===== src/rtl/decode_pkg.sv =====
// Shared types, RV32 opcode constants and decode helpers for the decode stage.
// The legality check is only consumed when DECODE_ILLEGAL_TRAP_EN is defined.
package decode_pkg;

  localparam logic [6:0] OPC_LUI      = 7'b0110111;
  localparam logic [6:0] OPC_AUIPC    = 7'b0010111;
  localparam logic [6:0] OPC_JAL      = 7'b1101111;
  localparam logic [6:0] OPC_JALR     = 7'b1100111;
  localparam logic [6:0] OPC_BRANCH   = 7'b1100011;
  localparam logic [6:0] OPC_LOAD     = 7'b0000011;
  localparam logic [6:0] OPC_STORE    = 7'b0100011;
  localparam logic [6:0] OPC_OP_IMM   = 7'b0010011;
  localparam logic [6:0] OPC_OP       = 7'b0110011;
  localparam logic [6:0] OPC_MISC_MEM = 7'b0001111;
  localparam logic [6:0] OPC_SYSTEM   = 7'b1110011;

  localparam logic [31:0] INST_ECALL  = 32'h0000_0073;
  localparam logic [31:0] INST_EBREAK = 32'h0010_0073;
  localparam logic [31:0] INST_MRET   = 32'h3020_0073;

  typedef enum logic [3:0] {
    ALU_ADD,
    ALU_SUB,
    ALU_SLL,
    ALU_SLT,
    ALU_SLTU,
    ALU_XOR,
    ALU_SRL,
    ALU_SRA,
    ALU_OR,
    ALU_AND,
    ALU_PASS
  } alu_op_t;

  typedef enum logic {
    SRC1_RS1,
    SRC1_PC
  } alu_src1_t;

  typedef enum logic [1:0] {
    SRC2_RS2,
    SRC2_IMM,
    SRC2_FOUR
  } alu_src2_t;

  typedef enum logic [1:0] {
    RD_ALU,
    RD_LSU,
    RD_CSR,
    RD_PC4
  } rd_sel_t;

  typedef struct packed {
    logic [31:0] pc;
    logic [31:0] inst;
    logic [31:0] imm;
    logic [31:0] rs1_data;
    logic [31:0] rs2_data;
    alu_op_t     alu_op;
    alu_src1_t   alu_src1;
    alu_src2_t   alu_src2;
    logic        lsu_ren;
    logic        lsu_wen;
    logic [2:0]  lsu_op;
    logic        rd_wen;
    logic [4:0]  rd_addr;
    rd_sel_t     rd_sel;
    logic        csr_wen;
    logic [11:0] csr_addr;
    logic        is_ecall;
    logic        is_mret;
    logic        is_branch;
    logic        is_jal;
    logic        is_jalr;
    logic        illegal;
  } decode_pkt_t;

  // alt selects SUB/SRA; callers pass it only where the encoding allows it.
  function automatic alu_op_t alu_op_from_funct3(input logic [2:0] funct3, input logic alt);
    alu_op_t op;
    op = ALU_ADD;
    case (funct3)
      3'b000:  op = alt ? ALU_SUB : ALU_ADD;
      3'b001:  op = ALU_SLL;
      3'b010:  op = ALU_SLT;
      3'b011:  op = ALU_SLTU;
      3'b100:  op = ALU_XOR;
      3'b101:  op = alt ? ALU_SRA : ALU_SRL;
      3'b110:  op = ALU_OR;
      default: op = ALU_AND;
    endcase
    return op;
  endfunction

  function automatic logic inst_legal(input logic [31:0] inst);
    logic [2:0] funct3;
    logic [6:0] funct7;
    logic       ok;
    funct3 = inst[14:12];
    funct7 = inst[31:25];
    ok     = 1'b0;
    case (inst[6:0])
      OPC_LUI, OPC_AUIPC, OPC_JAL: ok = 1'b1;
      OPC_JALR:     ok = (funct3 == 3'b000);
      OPC_BRANCH:   ok = !(funct3 inside {3'b010, 3'b011});
      OPC_LOAD:     ok = (funct3 inside {3'b000, 3'b001, 3'b010, 3'b100, 3'b101});
      OPC_STORE:    ok = (funct3 inside {3'b000, 3'b001, 3'b010});
      OPC_OP_IMM: begin
        if (funct3 == 3'b001)      ok = (funct7 == 7'h00);
        else if (funct3 == 3'b101) ok = (funct7 == 7'h00) || (funct7 == 7'h20);
        else                       ok = 1'b1;
      end
      OPC_OP:       ok = (funct7 == 7'h00) ||
                         ((funct7 == 7'h20) && (funct3 inside {3'b000, 3'b101}));
      OPC_MISC_MEM: ok = (funct3 == 3'b000);
      OPC_SYSTEM: begin
        if (funct3 == 3'b000) ok = (inst inside {INST_ECALL, INST_EBREAK, INST_MRET});
        else                  ok = (funct3 != 3'b100);
      end
      default:      ok = 1'b0;
    endcase
    return ok;
  endfunction

endpackage


===== src/rtl/decode_stage_imm_gen.sv =====
// Immediate generator: picks the RV32 format from the opcode and sign-extends from inst[31].
module imm_gen
  import decode_pkg::*;
(
  input  logic [31:0] inst,
  output logic [31:0] imm
);

  always_comb begin
    imm = '0;
    case (inst[6:0])
      OPC_OP_IMM, OPC_LOAD, OPC_JALR, OPC_SYSTEM:
        imm = {{20{inst[31]}}, inst[31:20]};
      OPC_STORE:
        imm = {{20{inst[31]}}, inst[31:25], inst[11:7]};
      OPC_BRANCH:
        imm = {{19{inst[31]}}, inst[31], inst[7], inst[30:25], inst[11:8], 1'b0};
      OPC_LUI, OPC_AUIPC:
        imm = {inst[31:12], 12'h000};
      OPC_JAL:
        imm = {{11{inst[31]}}, inst[31], inst[19:12], inst[20], inst[30:21], 1'b0};
      default:
        imm = '0;
    endcase
  end

endmodule


===== src/rtl/decode_stage.sv =====
// RV32I+Zicsr decode stage with a small in-order packet buffer between fetch and execute.
// Optional DECODE_ILLEGAL_TRAP_EN flags unknown encodings and suppresses their side effects.
module decode_stage
  import decode_pkg::*;
#(
  parameter int XLEN  = 32,
  parameter int DEPTH = 2
) (
  input  logic                       clk,
  input  logic                       rst_n,
  input  logic                       in_valid,
  output logic                       in_ready,
  input  logic [XLEN-1:0]            in_pc,
  input  logic [31:0]                in_inst,
  output logic [4:0]                 rs1_addr,
  output logic [4:0]                 rs2_addr,
  input  logic [XLEN-1:0]            rs1_data,
  input  logic [XLEN-1:0]            rs2_data,
  input  logic                       hazard_stall,
  input  logic                       flush,
  output logic                       out_valid,
  input  logic                       out_ready,
  output decode_pkt_t                out_pkt,
  output logic [$clog2(DEPTH+1)-1:0] count
);

  localparam int PTR_W = $clog2(DEPTH);
  localparam int CNT_W = $clog2(DEPTH + 1);

  decode_pkt_t     buffer [DEPTH];
  decode_pkt_t     dec;
  logic [PTR_W-1:0] head;
  logic [PTR_W-1:0] tail;
  logic [CNT_W-1:0] count_q;
  logic [31:0]      imm;
  logic             rd_write;
  logic             push;
  logic             pop;

  logic [6:0] opcode;
  logic [2:0] funct3;
  logic [4:0] rd;

  assign opcode   = in_inst[6:0];
  assign funct3   = in_inst[14:12];
  assign rd       = in_inst[11:7];
  assign rs1_addr = in_inst[19:15];
  assign rs2_addr = in_inst[24:20];

  imm_gen u_imm_gen (
    .inst (in_inst),
    .imm  (imm)
  );

  // Jumps use the ALU to form the link value (pc + 4); the target is computed downstream.
  always_comb begin
    dec          = '0;
    rd_write     = 1'b0;
    dec.pc       = in_pc;
    dec.inst     = in_inst;
    dec.imm      = imm;
    dec.rs1_data = rs1_data;
    dec.rs2_data = rs2_data;
    dec.alu_op   = ALU_ADD;
    dec.alu_src1 = SRC1_RS1;
    dec.alu_src2 = SRC2_RS2;
    dec.rd_sel   = RD_ALU;
    dec.lsu_op   = funct3;
    dec.rd_addr  = rd;
    case (opcode)
      OPC_LUI: begin
        dec.alu_op   = ALU_PASS;
        dec.alu_src2 = SRC2_IMM;
        rd_write     = 1'b1;
      end
      OPC_AUIPC: begin
        dec.alu_src1 = SRC1_PC;
        dec.alu_src2 = SRC2_IMM;
        rd_write     = 1'b1;
      end
      OPC_JAL: begin
        dec.is_jal   = 1'b1;
        dec.alu_src1 = SRC1_PC;
        dec.alu_src2 = SRC2_FOUR;
        dec.rd_sel   = RD_PC4;
        rd_write     = 1'b1;
      end
      OPC_JALR: begin
        dec.is_jalr  = 1'b1;
        dec.alu_src1 = SRC1_PC;
        dec.alu_src2 = SRC2_FOUR;
        dec.rd_sel   = RD_PC4;
        rd_write     = 1'b1;
      end
      OPC_BRANCH: begin
        dec.is_branch = 1'b1;
        case (funct3)
          3'b100, 3'b101: dec.alu_op = ALU_SLT;
          3'b110, 3'b111: dec.alu_op = ALU_SLTU;
          default:        dec.alu_op = ALU_SUB;
        endcase
      end
      OPC_LOAD: begin
        dec.lsu_ren  = 1'b1;
        dec.alu_src2 = SRC2_IMM;
        dec.rd_sel   = RD_LSU;
        rd_write     = 1'b1;
      end
      OPC_STORE: begin
        dec.lsu_wen  = 1'b1;
        dec.alu_src2 = SRC2_IMM;
      end
      OPC_OP_IMM: begin
        dec.alu_op   = alu_op_from_funct3(funct3, (funct3 == 3'b101) && in_inst[30]);
        dec.alu_src2 = SRC2_IMM;
        rd_write     = 1'b1;
      end
      OPC_OP: begin
        dec.alu_op = alu_op_from_funct3(funct3, in_inst[30]);
        rd_write   = 1'b1;
      end
      OPC_SYSTEM: begin
        if (funct3 == 3'b000) begin
          dec.is_ecall = (in_inst == INST_ECALL);
          dec.is_mret  = (in_inst == INST_MRET);
        end else begin
          // CSRRS/CSRRC with a zero source are pure reads and must not write the CSR.
          dec.rd_sel   = RD_CSR;
          dec.csr_addr = in_inst[31:20];
          dec.csr_wen  = (funct3[1:0] == 2'b01) || (in_inst[19:15] != 5'd0);
          rd_write     = 1'b1;
        end
      end
      default: begin
      end
    endcase
`ifdef DECODE_ILLEGAL_TRAP_EN
    dec.illegal = ~inst_legal(in_inst);
    if (dec.illegal) begin
      rd_write    = 1'b0;
      dec.lsu_ren = 1'b0;
      dec.lsu_wen = 1'b0;
      dec.csr_wen = 1'b0;
    end
`else
    dec.illegal = 1'b0;
`endif
    dec.rd_wen = rd_write && (rd != 5'd0);
  end

  // in_ready depends only on local state so out_ready never reaches it combinationally.
  assign in_ready  = rst_n && (count_q < CNT_W'(DEPTH)) && !hazard_stall && !flush;
  assign out_valid = (count_q != '0);
  assign out_pkt   = buffer[head];
  assign count     = count_q;
  assign push      = in_valid && in_ready;
  assign pop       = out_valid && out_ready;

  always_ff @(posedge clk or negedge rst_n) begin
    if (!rst_n) begin
      head    <= '0;
      tail    <= '0;
      count_q <= '0;
      for (int i = 0; i < DEPTH; i++) buffer[i] <= '0;
    end else if (flush) begin
      head    <= '0;
      tail    <= '0;
      count_q <= '0;
      for (int i = 0; i < DEPTH; i++) buffer[i] <= '0;
    end else begin
      if (push) begin
        buffer[tail] <= dec;
        tail         <= tail + PTR_W'(1);
      end
      if (pop) head <= head + PTR_W'(1);
      case ({push, pop})
        2'b10:   count_q <= count_q + CNT_W'(1);
        2'b01:   count_q <= count_q - CNT_W'(1);
        default: count_q <= count_q;
      endcase
    end
  end

endmodule


===== config.mk =====
export PLATFORM = sky130hd
export DESIGN_NAME = decode_stage
export DESIGN_NICKNAME = d
export VERILOG_FILES = /design/src/rtl/decode_pkg.sv /design/src/rtl/decode_stage_imm_gen.sv /design/src/rtl/decode_stage.sv
export SDC_FILE = /design/constraint.sdc
export NUM_CORES = 1
export LEC_CHECK = 0
export ABC_CLOCK_PERIOD_IN_PS = 2850
export BUFFER_PORTS_ARGS = -buffer_cell sky130_fd_sc_hd__buf_2
export CORE_ASPECT_RATIO = 0.75
export CORE_MARGIN = 4
export CORE_UTILIZATION = 59
export DETAILED_ROUTE_END_ITERATION = 8
export PLACE_DENSITY = 0.85
export SLEW_MARGIN = 40
export SYNTH_ARGS = -nofsm -noshare
export SYNTH_HDL_FRONTEND = slang
export SYNTH_SLANG_ARGS = --single-unit

===== constraint.sdc =====
create_clock -name clk -period 2.85 [get_ports clk]
set_clock_uncertainty 0.1 [all_clocks]
set_input_delay 0.4275 -clock clk [delete_from_list [all_inputs] [get_ports clk]]
set_output_delay 0.4275 -clock clk [all_outputs]
set_load 0.005 [all_outputs]

### After elaboration in Yosys (flattened, before gate mapping)

Cells that the tools add are included.

| operators by class | value |
|---|---|
| eq/ne operators | 22 |
| $add $sub $neg | 4 |
| magnitude comparators | 4 |
| bitwise operators | 2 |
| multiplexer cells | 36 |
| reductions and logical operators | 26 |

Operators by type and width:

| kind | number |
|---|---|
| two-way mux 199 bit | 4 |
| two-way mux 398 bit | 2 |
| bitwise mux 398 bit | 1 |
| demux 199 bit (select 1 bit) | 1 |
| case mux 32 bit (5 select lines) | 1 |
| case mux 4 bit (7 select lines) | 2 |
| == test 32 x 30 -> 1 bit (second input constant) | 1 |
| == test 32 x 7 -> 1 bit (second input constant) | 1 |
| two-way mux 15 bit | 2 |
| == test 7 bit (second input constant) | 4 |
| == test 7 x 6 -> 1 bit (second input constant) | 3 |
| case mux 4 bit (4 select lines) | 1 |
| two-way mux 1 bit | 15 |
| == test 7 x 5 -> 1 bit (second input constant) | 2 |
| == test 3 bit (second input constant) | 4 |
| nonzero test 5 bit | 2 |
| logical AND 1 bit | 8 |
| case mux 2 bit (2 select lines) | 2 |
| OR reduction 2 bit | 4 |
| == test 7 x 2 -> 1 bit (second input constant) | 1 |
| OR reduction 7 bit | 1 |
| == test 3 x 2 -> 1 bit (second input constant) | 2 |
| case mux 2 bit (3 select lines) | 1 |
| case mux 3 bit (2 select lines) | 1 |
| other kinds (20) | 28 |

| storage, ports and cells | value |
|---|---|
| input bits | 134 |
| register bits | 402 |
| word-level logic and storage cells | 141 |

### Longest topological paths before layout

Gate-level depths: netlist of the first run.

| depth | value |
|---|---|
| depth in word-level cells | 8 |
| mapped depth | 7 |

### Modules after synthesis

From an unflattened synthesis of the first run, not the netlist that was laid out.

| second synthesis, totals | value |
|---|---|
| cell total of the unflattened synthesis | 1276 |
| area, all modules | 16958.8 µm² |

By module, submodules not included:

| module | seq. area each (µm²) | cells each | area each (µm²) | times used |
|---|---|---|---|---|
| decode_stage | 9609.2 | 1194 | 16400.7 | 1 |
| imm_gen | 0.0 | 82 | 558.0 | 1 |

### Worst setup path after synthesis of the first run

OpenSTA, ideal clock, no wires.

| timing path | value |
|---|---|
| kind | flip-flop to output port |
| from | register head |
| to | output port out_pkt[142] (netlist name) |
| data required time | 2.322 ns |
| arrival time | 1.462 ns |
| setup slack | 0.861 ns |
| cell stages (with the launch flop) | 5 |
| cell sequence | dfrtp_1 -> clkbuf_1 -> clkbuf_1 -> mux2_2 -> buf_4 |

RTL lines:

| item | line | RTL |
|---|---|---|
| start, declared | decode_stage.sv:32 | `logic [PTR_W-1:0] head;` |
| start signal, assigned | decode_stage.sv:175 | `if (pop) head <= head + PTR_W'(1);` |
| end, declared | decode_stage.sv:23 | `output decode_pkt_t out_pkt,` |

==> results of run 1 <==
flip-flops by register name (all words and copies together) (netlist names):
| register | cells |
|---|---|
| buffer | 380 |
| count | 2 |
| head | 1 |
| tail | 1 |
synthesized netlist by cell type, types with 3 or more instances:
library cell    n
or2_2           4
mux2i_1         3
a22oi_1         6
buf_1           8
o21ai_1         5
buf_6           4
a21oi_1        11
a32o_1         10
o31ai_1         8
dfrtp_1       384
a32oi_1         4
mux2_2        190
nor3_1          5
or4_1           4
inv_1           5
nor4_1          3
nand3_1        10
a221o_1        38
nand2b_1        5
o21ai_0        21
a211oi_1        3
a22o_1        298
nor2_1         13
clkbuf_1       61
nand2_1        47
and2_1          5
nor2b_1         4
buf_4          21
buf_2          53
worst paths after layout:
path | end | cells after the start | from | slack (ps)
max in group asynchronous | buffer[389] | 5 | rst_n | 930
setup / recovery | out_pkt[109] | 3 | head | 120
setup reg to reg | buffer[309] | 4 | count[1] | 610
min in group asynchronous | buffer[156] | 3 | rst_n | 460
hold reg to reg | buffer[18] | 2 | buffer[18] | 380
hold / removal | buffer[384] | 2 | in_pc[18] | 40
cells by family after synthesis:
logic type             Yosys count
flip-flops                     384
other                            1
XOR/XNOR                         4
multiplexers                   193
AO/OA/AOI/OAI                  415
buffers and inverters          152
AND/OR/NAND/NOR                129
power by group through the flow:
stage	combinational [µW]	sequential [µW]	clock [µW]
2_1_floorplan	453	5650	0
3_3_place_gp	870	5670	0
3_5_place_dp	892	5680	0
4_1_cts	899	5580	5070
5_1_grt	977	5580	5300
6_report	902	5580	5000
critical path, stage by stage, from the launching register on:
cell and delay, ps:
dfrtp_4 760, buf_4 370, mux2_2 410, buf_2 140
stage by stage:
stage | hold slack [ps] | total power [µW] | utilization, % | setup WS (ps) | std cells
after floorplan | 31.91 | 6103 | - | 860.8 | 1278
after global placement | 354.9 | 6540 | 66.82 | 605.3 | 1891
after detailed placement | 367.5 | 6567 | 66.94 | 531.1 | 1892
after CTS | 15.93 | 11550 | 71.36 | 105.9 | 1958
after global routing | 19.67 | 11860 | 71.39 | 36.15 | 1959
final | 40.71 | 11480 | 71.39 | 121.2 | 1959
cell type report:
type                    instances  area share, %
multi-input cells             742          32.57
flip-flops and latches        384          48.01
clock buffers                  56          5.642
repair buffers                377          10.77
inverters                       5        0.09373
diodes                          1        0.01250
clock inverters                 9         0.4936
well taps                     385          2.406
layer usage:
metal  wire [µm]  vias up  GRT usage (%)
li1            -     5415              -
met1       19490     6465          42.97
met3        4701       93          8.677
met4        1383        4          8.604
met2       21720      651          44.28
met5          31        -              0
==> impl_metrics.csv, run 1 <==
group,metric,value,unit
critical_path,worstPathArrival,2200,ps
die,die_h,154.3,µm
route,viasPerCell,6.446,
placed_design,place.gp.congestion,0.8706,
critical_path,worst-endpoint-required,2320,ps
clocking,cts_root_buf,"clkbuf_16",
run,cap_viol_max_count,0,
synth,post-synth-top-area-cell,"dfrtp_1",
sta,grt_setup_unrepaired,"false",
clocking,cts_htree_levels,2,
power_and_ir_drop,switchingPower,2697,µW
synth,synth.area.mux_share,12.88,%
clocking,clk_pin_slew,60,ps
power_and_ir_drop,pwr-share-comb,7.9,%
route,drc,0,
die,core,28050,µm²
power_and_ir_drop,leakagePower,0.01031,µW
synth,synthAdderAreaFrac,0,%
sta,worstMarginPinSlew,745.3,ps
critical_path,timing.critical_path.to_type,"output port",
grt,grt_pass1_vias,13050,
run_status,status,"complete, no violations",
clocking,clkLatencyLatePin,520,ps
cells_and_area,areaGrowthSynthToFinish,18.91,%
synth,post_synth_num_cell_types,60,
synth,synth-xor-area-share,0.2080,%
synth,ys.flop_type,"dfrtp_1",
grt,overflow,0,
sta,tns,0,ps
cells_and_area,regArea,9613,µm²
synth,synth_area_leaders,"dfrtp_1 57%, a22o_1 15%, mux2_2 13%",
placed_design,detailedPlacementHpwl,30540,µm
clocking,cts_hold_buf,1,
synth,synth.cell_area,16840,µm²
synth,ys_seq_area_share,57.06,%
power_and_ir_drop,irDropWorstVdd,0.4655,mV
synth,ys_seq_elements,384,
synth,yosysWarnings,0,
cells_and_area,fin_area,20020,µm²
die,die_x,203.1,µm
cells_and_area,final_net_count,1682,
synth,synth_compound_area_share,21.01,%
grt,grt_antenna_before_repair,3,
placed_design,placed_area,18780,µm²
route,routed_wl,47330,µm
critical_path,start_kind,"register",
critical_path,crit_type,"register to output port",
synth,yosysTopAreaCellShare,57.06,%
die,placementRows,53,
synth,synth.avg_cell_area,13.18,µm²
power_and_ir_drop,power.share.sequential,48.6,%
clocking,cts.path.max_buffers,3,
synth,synth-edff-count,0,
synth,syn-num-nets,1412,
sta,period_share,95.75,%
sta,layout_min_cycle_time,2729,ps
synth,yosys.area_share.simple,4.384,%
power_and_ir_drop,pwr_density_cell,573.2,nW/µm²
grt,grt_max_degree,112,
route,drt_iter0_markers,1021,
critical_path,critPathMaxFanout,28,
power_and_ir_drop,p_clk_share,43.5,%
grt,grt_use_total,29.66,%
synth,synth_top_family_by_area,"compound AO/OA/AOI/OAI gates",
sta,setup_viol,0,
clocking,cts_setup_buffers,0,
synth,synthArstFlopShare,100.0,%
min_path,holdCritPathClass,"input port to register",
cells_and_area,post_route_cells_drive_above_1_share,41.07,%
die,dieArea,31340,µm²
cells_and_area,final_common_cell,"dfrtp_1",
cells_and_area,multi_input_area,6523,µm²
route,drt_first_pass_iters,5,
cells_and_area,fillCellCount,1931,
power_and_ir_drop,internal_power,8781,µW
cells_and_area,final_cell_mix,"383 x dfrtp_1, 344 x buf_2, 298 x a22o_1",
power_and_ir_drop,swShare,23.49,%
placed_design,io_buffers,345,
clocking,cts_made_buffers,38,
die,num_io_pins,347,
die,start_util,60.03,%
clocking,post_cts_resized,0,
route,postRouteAntennaNets,0,
grt,grt_pass1_wl,75070,µm
sta,max_slew_margin,49.90,%
sta,drv_slew,0,
synth,syn_inst,1278,
route,vias,12630,
sta,final-hold-violation-count,0,
clocking,cts_tree,"yes",
route,avgRoutedWirePerCell,24.16,µm
clocking,clkSinkCount,384,
sta,max_freq,0.3665,GHz
(Power assumes the default switching activity.)
==> run 2: changes to the inputs <==
ABC_CLOCK_PERIOD_IN_PS = 2800   (was 2850)
CORE_UTILIZATION = 55   (was 59)
CTS_BUF_LIST = sky130_fd_sc_hd__clkbuf_8 sky130_fd_sc_hd__clkbuf_16   (was unset)
PLACE_DENSITY = 0.8   (was 0.85)
clock period = 2.8 ns   (was 2.85 ns; I/O delays follow)
==> run 2 against run 1 <==
Flip-flop and latch count unchanged. Worst setup slack gained 200 ps. Cell area grew 0.41%. Hold slack got worse by 13 ps. Core utilization down 4.7 points. Clock power grew 4%. Final cell count rose by 0.82%. Power is 2.5% higher. Via count is 0.40% lower.
==> impl_metrics.csv, run 2 (synthesis results as in run 1) <==
group,metric,value,unit
critical_path,r2r_end,"buffer[311]",
die,start_util,55.87,%
placed_design,io_buffers,345,
min_path,holdCritPathClass,"input port to register",
sta,worstMarginPinSlew,624.3,ps
cells_and_area,post_route_cells_drive_above_1_share,40.97,%
clocking,clkLatencyLatePin,530,ps
critical_path,reg2reg_depth,4,
clocking,clkSinkCount,384,
grt,grt_max_degree,165,
power_and_ir_drop,pwr_density_cell,585.4,nW/µm²
sta,layout_min_cycle_time,2478,ps
placed_design,detailedPlacementHpwl,30040,µm
grt,overflow,0,
route,avgRoutedWirePerCell,23.78,µm
critical_path,crit_type,"register to output port",
critical_path,timing.critical_path.to_type,"output port",
critical_path,worstPathArrival,1960,ps
grt,grt_pass1_vias,13040,
die,die_h,159.5,µm
grt,grt_pass1_wl,75290,µm
cells_and_area,regMostFlops,"buffer",
cells_and_area,largest_reg_flops,380,
die,core,30140,µm²
clocking,cts_tree,"yes",
placed_design,place.gp.congestion,0.8277,
sta,setup_viol,0,
critical_path,start_kind,"register",
clocking,cts_root_buf,"clkbuf_16",
run_status,status,"complete, no violations",
min_path,whs_endpoint,"buffer[49]",
route,viasPerCell,6.368,
critical_path,critPathMaxFanout,74,
route,routed_wl,46970,µm
route,postRouteAntennaNets,0,
clocking,cts_setup_buffers,0,
critical_path,worst-endpoint-required,2280,ps
sta,whs,28.15,ps
cells_and_area,final_net_count,1682,
sta,period_share,88.48,%
grt,grt_antenna_before_repair,5,
sta,max_freq,0.4036,GHz
route,vias,12580,
sta,drv_slew,0,
clocking,cts_htree_levels,2,
clocking,cts.path.max_buffers,3,
sta,tns,0,ps
route,drt_iter0_markers,1257,
min_path,holdPathStages,2,
critical_path,r2r-start,"count[1]",
power_and_ir_drop,leakagePower,0.01035,µW
die,dieArea,33510,µm²
power_and_ir_drop,irDropWorstVdd,0.4812,mV
sta,grt_setup_unrepaired,"false",
cells_and_area,areaGrowthSynthToFinish,19.39,%
sta,final-hold-violation-count,0,
cells_and_area,final_cell_mix,"383 x dfrtp_1, 344 x buf_2, 298 x a22o_1",
run,cap_viol_max_count,0,
route,drc,0,
cells_and_area,final_common_cell,"dfrtp_1",
sta,max_slew_margin,58.38,%
die,placementRows,55,
critical_path,reg2reg_slack,660,ps
clocking,clk_pin_slew,60,ps
route,drt_first_pass_iters,5,
die,die_x,210.1,µm
grt,grt_use_total,27.54,%
die,num_io_pins,347,
min_path,hold_start,"rs2_data[10]",
clocking,cts_made_buffers,38,
run 2: cell types whose count changed in the layout (fill, tap and decap cells not counted), sizes merged:
| cell | before | now |
|---|---|---|
| clkbuf | 56 | 46 |
| inv | 6 | 16 |
| clkinv | 6 | 2 |
| diode | 1 | 4 |
| clkinvlp | 0 | 2 |
| bufinv | 2 | 3 |
run 2: layout make-up:
cell class	count	area (µm²)
well taps	399	499.2
flip-flops and latches	384	9613
repair buffers	377	2181
fillers	2211	10040
diodes	4	10.01
multi-input cells	742	6523
inverters	5	18.77
clock buffers	46	1095
clock inverters	18	166.4
run 2: stage by stage:
step	instance area [µm²]	setup slack, ps	std cells	utilization (%)	power (µW)
finish	20110	322.4	1975	66.70	11770
global placement	18750	518.7	1904	62.22	6657
detailed placement	18760	471.7	1904	62.23	6676
global route	20110	270.9	1975	66.70	12180
CTS	20030	294.1	1969	66.45	11860
floorplan	16840	818.3	1278	-	6212
run 2: worst max-delay path by stage:
| stage | start | end | slack [ps] | cells after the start |
|---|---|---|---|---|
| CTS | head | out_pkt[129] | 290 | 3 |
| detailed placement | in_inst[2] | buffer[133] | 470 | 5 |
| floorplan | head | out_pkt[142] | 820 | 4 |
| finish | head | out_pkt[129] | 320 | 3 |
| global placement | in_inst[2] | buffer[125] | 520 | 5 |
| global route | head | out_pkt[109] | 270 | 3 |
run 2: where the power goes:
group	internal, µW	switching [µW]
Clock	3050	2130
Combinational	345	583
Sequential	5620	43.3
run 2: routing by layer:
| layer | GRT usage, % | vias up | wire length, µm |
|---|---|---|---|
| met5 | 0 | - | 13 |
| met4 | 7.679 | 2 | 1217 |
| met3 | 6.736 | 93 | 3891 |
| met2 | 41.78 | 532 | 21590 |
| met1 | 40.10 | 6535 | 20250 |
| li1 | - | 5415 | - |
run 2: timing repair:
item | in CTS | in global routing
hold buffers | 1 | 0
endpoints found under the hold margin | 80 | 0
gates resized for setup | 0 | 0
run 2: critical path, stage by stage, from the launching register on:
cell and delay, ps:
dfrtp_4 460, buf_12 340, mux2_2 420, buf_2 140
